## src/rtl/axi_lite_bram_ctrl_pkg.sv

```systemverilog
// Shared definitions for the AXI4-Lite to 256x8 BRAM controller:
// default widths, controller state encoding and AXI response codes.
package axi_lite_bram_ctrl_pkg;

    localparam int ADDR_W_DEF = 8;
    localparam int DATA_W_DEF = 32;
    localparam int MEM_W_DEF  = 8;

    localparam logic [1:0] RESP_OKAY   = 2'b00;
    localparam logic [1:0] RESP_SLVERR = 2'b10;

    typedef enum logic [1:0] {
        ST_IDLE    = 2'd0,
        ST_WR_RESP = 2'd1,
        ST_RD_WAIT = 2'd2,
        ST_RD_DATA = 2'd3
    } state_e;

endpackage

```

## src/rtl/axi_lite_bram_ctrl.sv

```systemverilog
// AXI4-Lite slave driving a falling-edge single-port BRAM; one transaction
// in flight, writes issue one cycle after both AW and W have been captured.
module axi_lite_bram_ctrl
    import axi_lite_bram_ctrl_pkg::*;
#(
    parameter int ADDR_WIDTH = ADDR_W_DEF,
    parameter int DATA_WIDTH = DATA_W_DEF,
    parameter int MEM_WIDTH  = MEM_W_DEF
) (
    input  logic                      clk,
    input  logic                      rst,
    input  logic [ADDR_WIDTH-1:0]     s_awaddr,
    input  logic                      s_awvalid,
    output logic                      s_awready,
    input  logic [DATA_WIDTH-1:0]     s_wdata,
    input  logic [DATA_WIDTH/8-1:0]   s_wstrb,
    input  logic                      s_wvalid,
    output logic                      s_wready,
    output logic [1:0]                s_bresp,
    output logic                      s_bvalid,
    input  logic                      s_bready,
    input  logic [ADDR_WIDTH-1:0]     s_araddr,
    input  logic                      s_arvalid,
    output logic                      s_arready,
    output logic [DATA_WIDTH-1:0]     s_rdata,
    output logic [1:0]                s_rresp,
    output logic                      s_rvalid,
    input  logic                      s_rready,
    output logic                      bram_we,
    output logic [ADDR_WIDTH-1:0]     bram_addr,
    output logic [MEM_WIDTH-1:0]      bram_din,
    input  logic [MEM_WIDTH-1:0]      bram_dout
);

    state_e                  state_q;
    logic                    aw_held_q;
    logic                    w_held_q;
    logic [ADDR_WIDTH-1:0]   awaddr_q;
    logic [MEM_WIDTH-1:0]    wbyte_q;
    logic                    wstrb0_q;
    logic                    bvalid_q;
    logic                    rvalid_q;
    logic [DATA_WIDTH-1:0]   rdata_q;
    logic                    bram_we_q;
    logic [ADDR_WIDTH-1:0]   bram_addr_q;
    logic [MEM_WIDTH-1:0]    bram_din_q;

    logic idle_s;
    logic awready_s;
    logic wready_s;
    logic arready_s;
    logic wr_issue_s;
    logic unused_s;

    // Readies depend only on registered state; reset holds them low.
    always_comb begin
        idle_s     = (state_q == ST_IDLE) && !rst;
        awready_s  = idle_s && !aw_held_q;
        wready_s   = idle_s && !w_held_q;
        arready_s  = idle_s && !(aw_held_q && w_held_q);
        wr_issue_s = idle_s && aw_held_q && w_held_q;
    end

    // Controller FSM: channel capture, BRAM strobes and response registers.
    always_ff @(posedge clk) begin
        if (rst) begin
            state_q     <= ST_IDLE;
            aw_held_q   <= 1'b0;
            w_held_q    <= 1'b0;
            awaddr_q    <= '0;
            wbyte_q     <= '0;
            wstrb0_q    <= 1'b0;
            bvalid_q    <= 1'b0;
            rvalid_q    <= 1'b0;
            rdata_q     <= '0;
            bram_we_q   <= 1'b0;
            bram_addr_q <= '0;
            bram_din_q  <= '0;
        end else begin
            bram_we_q <= 1'b0;
            case (state_q)
                ST_IDLE: begin
                    if (wr_issue_s) begin
                        bram_addr_q <= awaddr_q;
                        bram_din_q  <= wbyte_q;
                        bram_we_q   <= wstrb0_q;
                        bvalid_q    <= 1'b1;
                        aw_held_q   <= 1'b0;
                        w_held_q    <= 1'b0;
                        state_q     <= ST_WR_RESP;
                    end else begin
                        if (s_awvalid && awready_s) begin
                            aw_held_q <= 1'b1;
                            awaddr_q  <= s_awaddr;
                        end
                        if (s_wvalid && wready_s) begin
                            w_held_q <= 1'b1;
                            wbyte_q  <= s_wdata[MEM_WIDTH-1:0];
                            wstrb0_q <= s_wstrb[0];
                        end
                        // A half-captured write does not block a read.
                        if (s_arvalid && arready_s) begin
                            bram_addr_q <= s_araddr;
                            state_q     <= ST_RD_WAIT;
                        end
                    end
                end
                ST_WR_RESP: begin
                    if (s_bready) begin
                        bvalid_q <= 1'b0;
                        state_q  <= ST_IDLE;
                    end
                end
                ST_RD_WAIT: begin
                    rdata_q  <= {{(DATA_WIDTH-MEM_WIDTH){1'b0}}, bram_dout};
                    rvalid_q <= 1'b1;
                    state_q  <= ST_RD_DATA;
                end
                ST_RD_DATA: begin
                    if (s_rready) begin
                        rvalid_q <= 1'b0;
                        state_q  <= ST_IDLE;
                    end
                end
                default: begin
                    state_q <= ST_IDLE;
                end
            endcase
        end
    end

    assign unused_s  = ^{s_wdata[DATA_WIDTH-1:MEM_WIDTH], s_wstrb[DATA_WIDTH/8-1:1]};

    assign s_awready = awready_s;
    assign s_wready  = wready_s;
    assign s_arready = arready_s;
    assign s_bresp   = RESP_OKAY;
    assign s_rresp   = RESP_OKAY;
    assign s_bvalid  = bvalid_q;
    assign s_rvalid  = rvalid_q;
    assign s_rdata   = rdata_q;
    assign bram_we   = bram_we_q;
    assign bram_addr = bram_addr_q;
    assign bram_din  = bram_din_q;

endmodule

```

## config.mk

```make
export PLATFORM = sky130hd
export DESIGN_NAME = axi_lite_bram_ctrl
export DESIGN_NICKNAME = d
export VERILOG_FILES = /design/src/rtl/axi_lite_bram_ctrl_pkg.sv /design/src/rtl/axi_lite_bram_ctrl.sv
export SDC_FILE = /design/constraint.sdc
export NUM_CORES = 1
export LEC_CHECK = 0
export BUFFER_PORTS_ARGS = -buffer_cell sky130_fd_sc_hd__buf_2
export CORE_ASPECT_RATIO = 1.1
export CORE_MARGIN = 10
export CORE_UTILIZATION = 44
export CTS_CLUSTER_DIAMETER = 80
export CTS_CLUSTER_SIZE = 16
export DETAILED_ROUTE_END_ITERATION = 8
export GPL_TIMING_DRIVEN = 0
export PLACE_DENSITY_LB_ADDON = 0.08
export RECOVER_POWER = 25
export SYNTH_ARGS = -nofsm -noshare
export SYNTH_HDL_FRONTEND = slang
export SYNTH_SLANG_ARGS = --single-unit
```

## constraint.sdc

```tcl
create_clock -name clk -period 1.8 [get_ports clk]
set_input_delay 0.27 -clock clk [delete_from_list [all_inputs] [get_ports clk]]
set_output_delay 0.27 -clock clk [all_outputs]
set_load 0.02 [all_outputs]
```

# Yosys cells after proc, flatten, opt, wreduce, memory -nomap -nowiden
# Index checks and enable logic that the tools add are counted.
# totals
elab_cells	67
output_inout_bits	58
regBits	48
# classes
bitwise_logic	2
muxes	16
reduce_logical	30
eq_ne	7
# op_table
cell	count
2-to-1 mux 8 bit	2
AND reduction 3 bit	4
logical AND 1 bit	10
AND reduction 2 bit	5
nonzero test 2 bit	5
2-to-1 mux 2 bit	4
case mux 2 bit (4 select lines)	1
2-to-1 mux 1 bit	7
inequality test 2 bit (second input constant)	3
equality test 2 bit (second input constant)	2
zero test 1 bit	4
case mux 1 bit (2 select lines)	2
inequality test 3 x 2 -> 1 bit (second input constant)	1
OR reduction 3 bit	1
equality test 2 x 1 -> 1 bit (second input constant)	1
zero test 2 bit	1
inverter 1 bit	2

# Depth between registers and ports, before layout
# depth
depth_word	7
depth_mapped	6
mapped_depth_nobuf	3

# Worst setup path before layout
# OpenSTA, ideal clock, no wires.
# synth_path
path_type	register to register
from	register state_q[1]
to	register wbyte_q[0]
setup_slack_ns	0.259
arrival_ns	1.420
stages_incl_launch_ff	5
t_required_ns	1.679
setup_time_ns	0.121
cell_sequence	dfxtp_1 -> buf_6 -> nor4_4 -> nand2_4 -> mux2_4
# synth_between
word_cells_on_any_way	8
classes_between	bitwise (1); reduce/logical (7)
# synth_lines
element	line	text
start, declared	axi_lite_bram_ctrl.sv:35	state_e state_q;
start signal, assigned	axi_lite_bram_ctrl.sv:67	state_q <= ST_IDLE;
start signal, assigned	axi_lite_bram_ctrl.sv:90	state_q <= ST_WR_RESP;
start signal, assigned	axi_lite_bram_ctrl.sv:104	state_q <= ST_RD_WAIT;
zero test 2 bit	axi_lite_bram_ctrl.sv:57	idle_s = (state_q == ST_IDLE) && !rst;
logical AND 1 bit	axi_lite_bram_ctrl.sv:57	
logical AND 1 bit	axi_lite_bram_ctrl.sv:59	wready_s = idle_s && !w_held_q;
via s_wready	axi_lite_bram_ctrl.sv:18	output logic s_wready,
logical AND 1 bit	axi_lite_bram_ctrl.sv:96	if (s_wvalid && wready_s) begin
AND reduction 3 bit (no line)	--	
end signal, assigned	axi_lite_bram_ctrl.sv:98	wbyte_q <= s_wdata[MEM_WIDTH-1:0];
end, declared	axi_lite_bram_ctrl.sv:39	logic [MEM_WIDTH-1:0] wbyte_q;
# The timed path passes the listed nets, and every way through them passes these cells.
# A chain may end at the register's enable or synchronous reset.

# Worst setup path in the final report
# layout_path
from	register state_q[0]
to	output port s_arready
# layout_between
elab_chain_cells	3
# layout_rtl
element	line	text
zero test 2 bit	axi_lite_bram_ctrl.sv:57	
logical AND 1 bit	axi_lite_bram_ctrl.sv:57	
logical AND 1 bit	axi_lite_bram_ctrl.sv:60	arready_s = idle_s && !(aw_held_q && w_held_q);
end, declared	axi_lite_bram_ctrl.sv:24	output logic s_arready,
# No other way between the ends.

==> impl_results.md <==
- Asr flop ratio synth: 0%
- Clk pin slew, worst setup/hold paths: about 0.08 ns
- Vias in the first global route: between 1.5k and 2k
- Peak supply drop: about 0.38 mV
- EDFF count, synth: 0
- Sum of buffers and inverters on the critical path: 2
- Pins Over Slew Limit: 0
- Commonest non-fill, non-tap cells in the layout: buf_2, dfxtp_1, buf_4
- Sequential share of the synthesized area: between 40% and 50%
- Port Buffers: 68
- Cell Chain, Critical Path: nor3_2 -> buf_6 -> and2_1 -> buf_2
- Synth Warn #: 0
- MaxCap Viol Count: 0
- # clock sinks: 48
- Initial drt markers: 72
- # IOs: about 130
- # rows: 27
- Initial core utilization: 45.2%
- Synth Register Bits: 48
- Total negative slack: 0 ns
- CTS resizes: 0
- Synth-to-Final Area Change: 27.1%
- Critical-path top delay cell: dfxtp_1
- Maximum root-to-sink buffer count: 2
- Worst Skew: about 0.0073 ns
- Avg Vias per Cell: roughly 4.4
- Status: finished, final reports clean
- P_leak: ~1.4 nW
- Root Buffer: clkbuf_8
- Routed WL: approximately 5100 um
- N_diodes: 0
- First-pass iteration count of the detailed router: 4
- WHS: 0.189 ns
- TritonCTS clock tree: built
- CP Launch Type: register
- Tcrit/Tclk final: between 90% and 100%
- GRT Total Usage: a little under an eighth
- Critical Path RT: ~1.5 ns
- Library cells used by synthesis: 30
- Wire length of the first global-routing pass: roughly 7900 um
- Hold Buf Count CTS: 0
- RSZ-0062 raised after global routing: no
- Min Tclk post-route: 1.65 ns
- Die width: approximately 90 um
- Synth Area per Inst: 10.1 um2
- DRC: 0
- Initial antenna violation count: 0
- DIE AREA: between 8000 and 9000 um2
- Post-detailed-route wirelength per cell: 13.4 um
- Most common cell after layout, fill and taps aside: buf_2
- Fillers: 474
- Largest stage delay, worst path: 0.37 ns
- CP Max Fanout: 19
- Crit path max-delay family: flip-flops
- Post-CTS setup buffers: 0
- Area of the core: roughly 5000 um2
- Final GP Congestion: between 0.6 and 0.7
- Total gr overflow: 0
- Clock Latency Late Sink: ~0.29 ns
- Type of the worst setup path: register to primary output
- Fmax: slightly above 600 MHz
- WP data arrival: between 1 and 1.5 ns
- Worst Hold Class: primary input to register
- Endpoints failing setup: 0
- Primary FF master, synth: dfxtp_1
- CTS Buf Count: 5
- Post-route ant nets: 0
- Synthesized area: 2260 um2
- HPWL after detailed placement: about 4000 um
- Crit. End Element: primary output
- Htree depth: 2
- Largest net degree at the start of global routing: 20
- Register Area: between 900 and 1000 um2
- Hold Vio Cnt, Final: 0
- Routed vias: 1,696
- DIE HEIGHT: 95.2 um
- Area of the multi-input gates: 1080 um2
- Post-Syn Instances: roughly 220
- Final net count: approximately 390
- Layout cells sized above 1: 35.6%
- Pwr dens: a little under 900 nW/um2
## worst paths after layout
path | to | slack, ns | cells after the start | start
worst max-delay path | s_arready | 0.15 | 4 | state_q[0]$_SDFFE_PP0P_
worst min-delay path | s_bvalid$_SDFFE_PP0P_ | 0.19 | 2 | s_bready
worst max register to register | wbyte_q[6]$_SDFFE_PP0P_ | 0.32 | 4 | state_q[1]$_SDFFE_PP0P_
worst min register to register | s_rdata[6]$_SDFFE_PP0P_ | 0.46 | 2 | s_rdata[6]$_SDFFE_PP0P_
## routing by layer
metal | wire (um) | up-vias | GRT usage, %
li1 | - | 902 | -
met1 | 2230 | 732 | 13.3
met2 | 2350 | 57 | 19.6
met3 | 520 | 5 | 5.12
met4 | 50 | 0 | 3.23
met5 | 0 | - | 0
## Yosys cell counts, drive strengths merged, types with 2 or more instances
library cell / n / area (um2)
dfxtp: 48 / 961
buf: 36 / 287
nand2: 22 / 97.6
nor2b: 18 / 113
mux2: 17 / 255
a21oi: 11 / 55.1
and3: 10 / 62.6
nand2b: 10 / 62.6
o21ai: 10 / 50.1
a221o: 8 / 80.1
nand3: 8 / 40.0
clkbuf: 7 / 26.3
and2: 3 / 18.8
inv: 2 / 7.51
nor4: 2 / 42.5
## state kept, by name (all words and copies together) (netlist names)
name / count
bram_din: 8
bram_we: 1
aw_held_q: 1
state_q: 2
wbyte_q: 8
s_rvalid: 1
s_bvalid: 1
awaddr_q: 8
bram_addr: 8
s_rdata: 8
wstrb0_q: 1
w_held_q: 1
## power by group
part / internal (W) / switching [W] / total [W]
Clock: 0.000490 / 0.000343 / 0.000833
Combinational: 0.000247 / 0.000290 / 0.000537
Sequential: 0.00114 / 0.0000437 / 0.00119
## area by class of cell
| type | count | area share (%) |
|---|---|---|
| plain buffers | 42 | 10.7 |
| clock buffers | 7 | 3.35 |
| clock inverters | 1 | 1.05 |
| inverters | 2 | 0.261 |
| multi-input cells | 158 | 37.6 |
| flip-flops and latches | 48 | 33.4 |
| well taps | 58 | 2.53 |
| repair buffers | 68 | 11.1 |
## per-stage QoR
| stage | setup WS [ns] | instances | area (um2) | total power, W | utilization, % |
|---|---|---|---|---|---|
| detailed placement | 0.277 | 377 | 2770 | 0.00176 | 55.5 |
| finish | 0.146 | 384 | 2870 | 0.00256 | 57.5 |
| global placement | 0.263 | 377 | 2770 | 0.00175 | 55.5 |
| CTS | 0.120 | 384 | 2900 | 0.00259 | 57.9 |
| floorplan | 0.259 | 251 | 2360 | 0.00162 | - |
| global route | 0.0464 | 384 | 2870 | 0.00268 | 57.5 |
## kinds of logic (layout without fill, tap and decap cells)
logic type,Yosys count,count (layout),synth area share (%)
flops,48,48,42.5
simple gates,77,77,20.6
other cells,1,28,0.166
mux,18,18,11.7
buf+inv,45,120,14.2
compound gates,35,35,10.8
No activity file was read; power rests on OpenSTA's default activity.
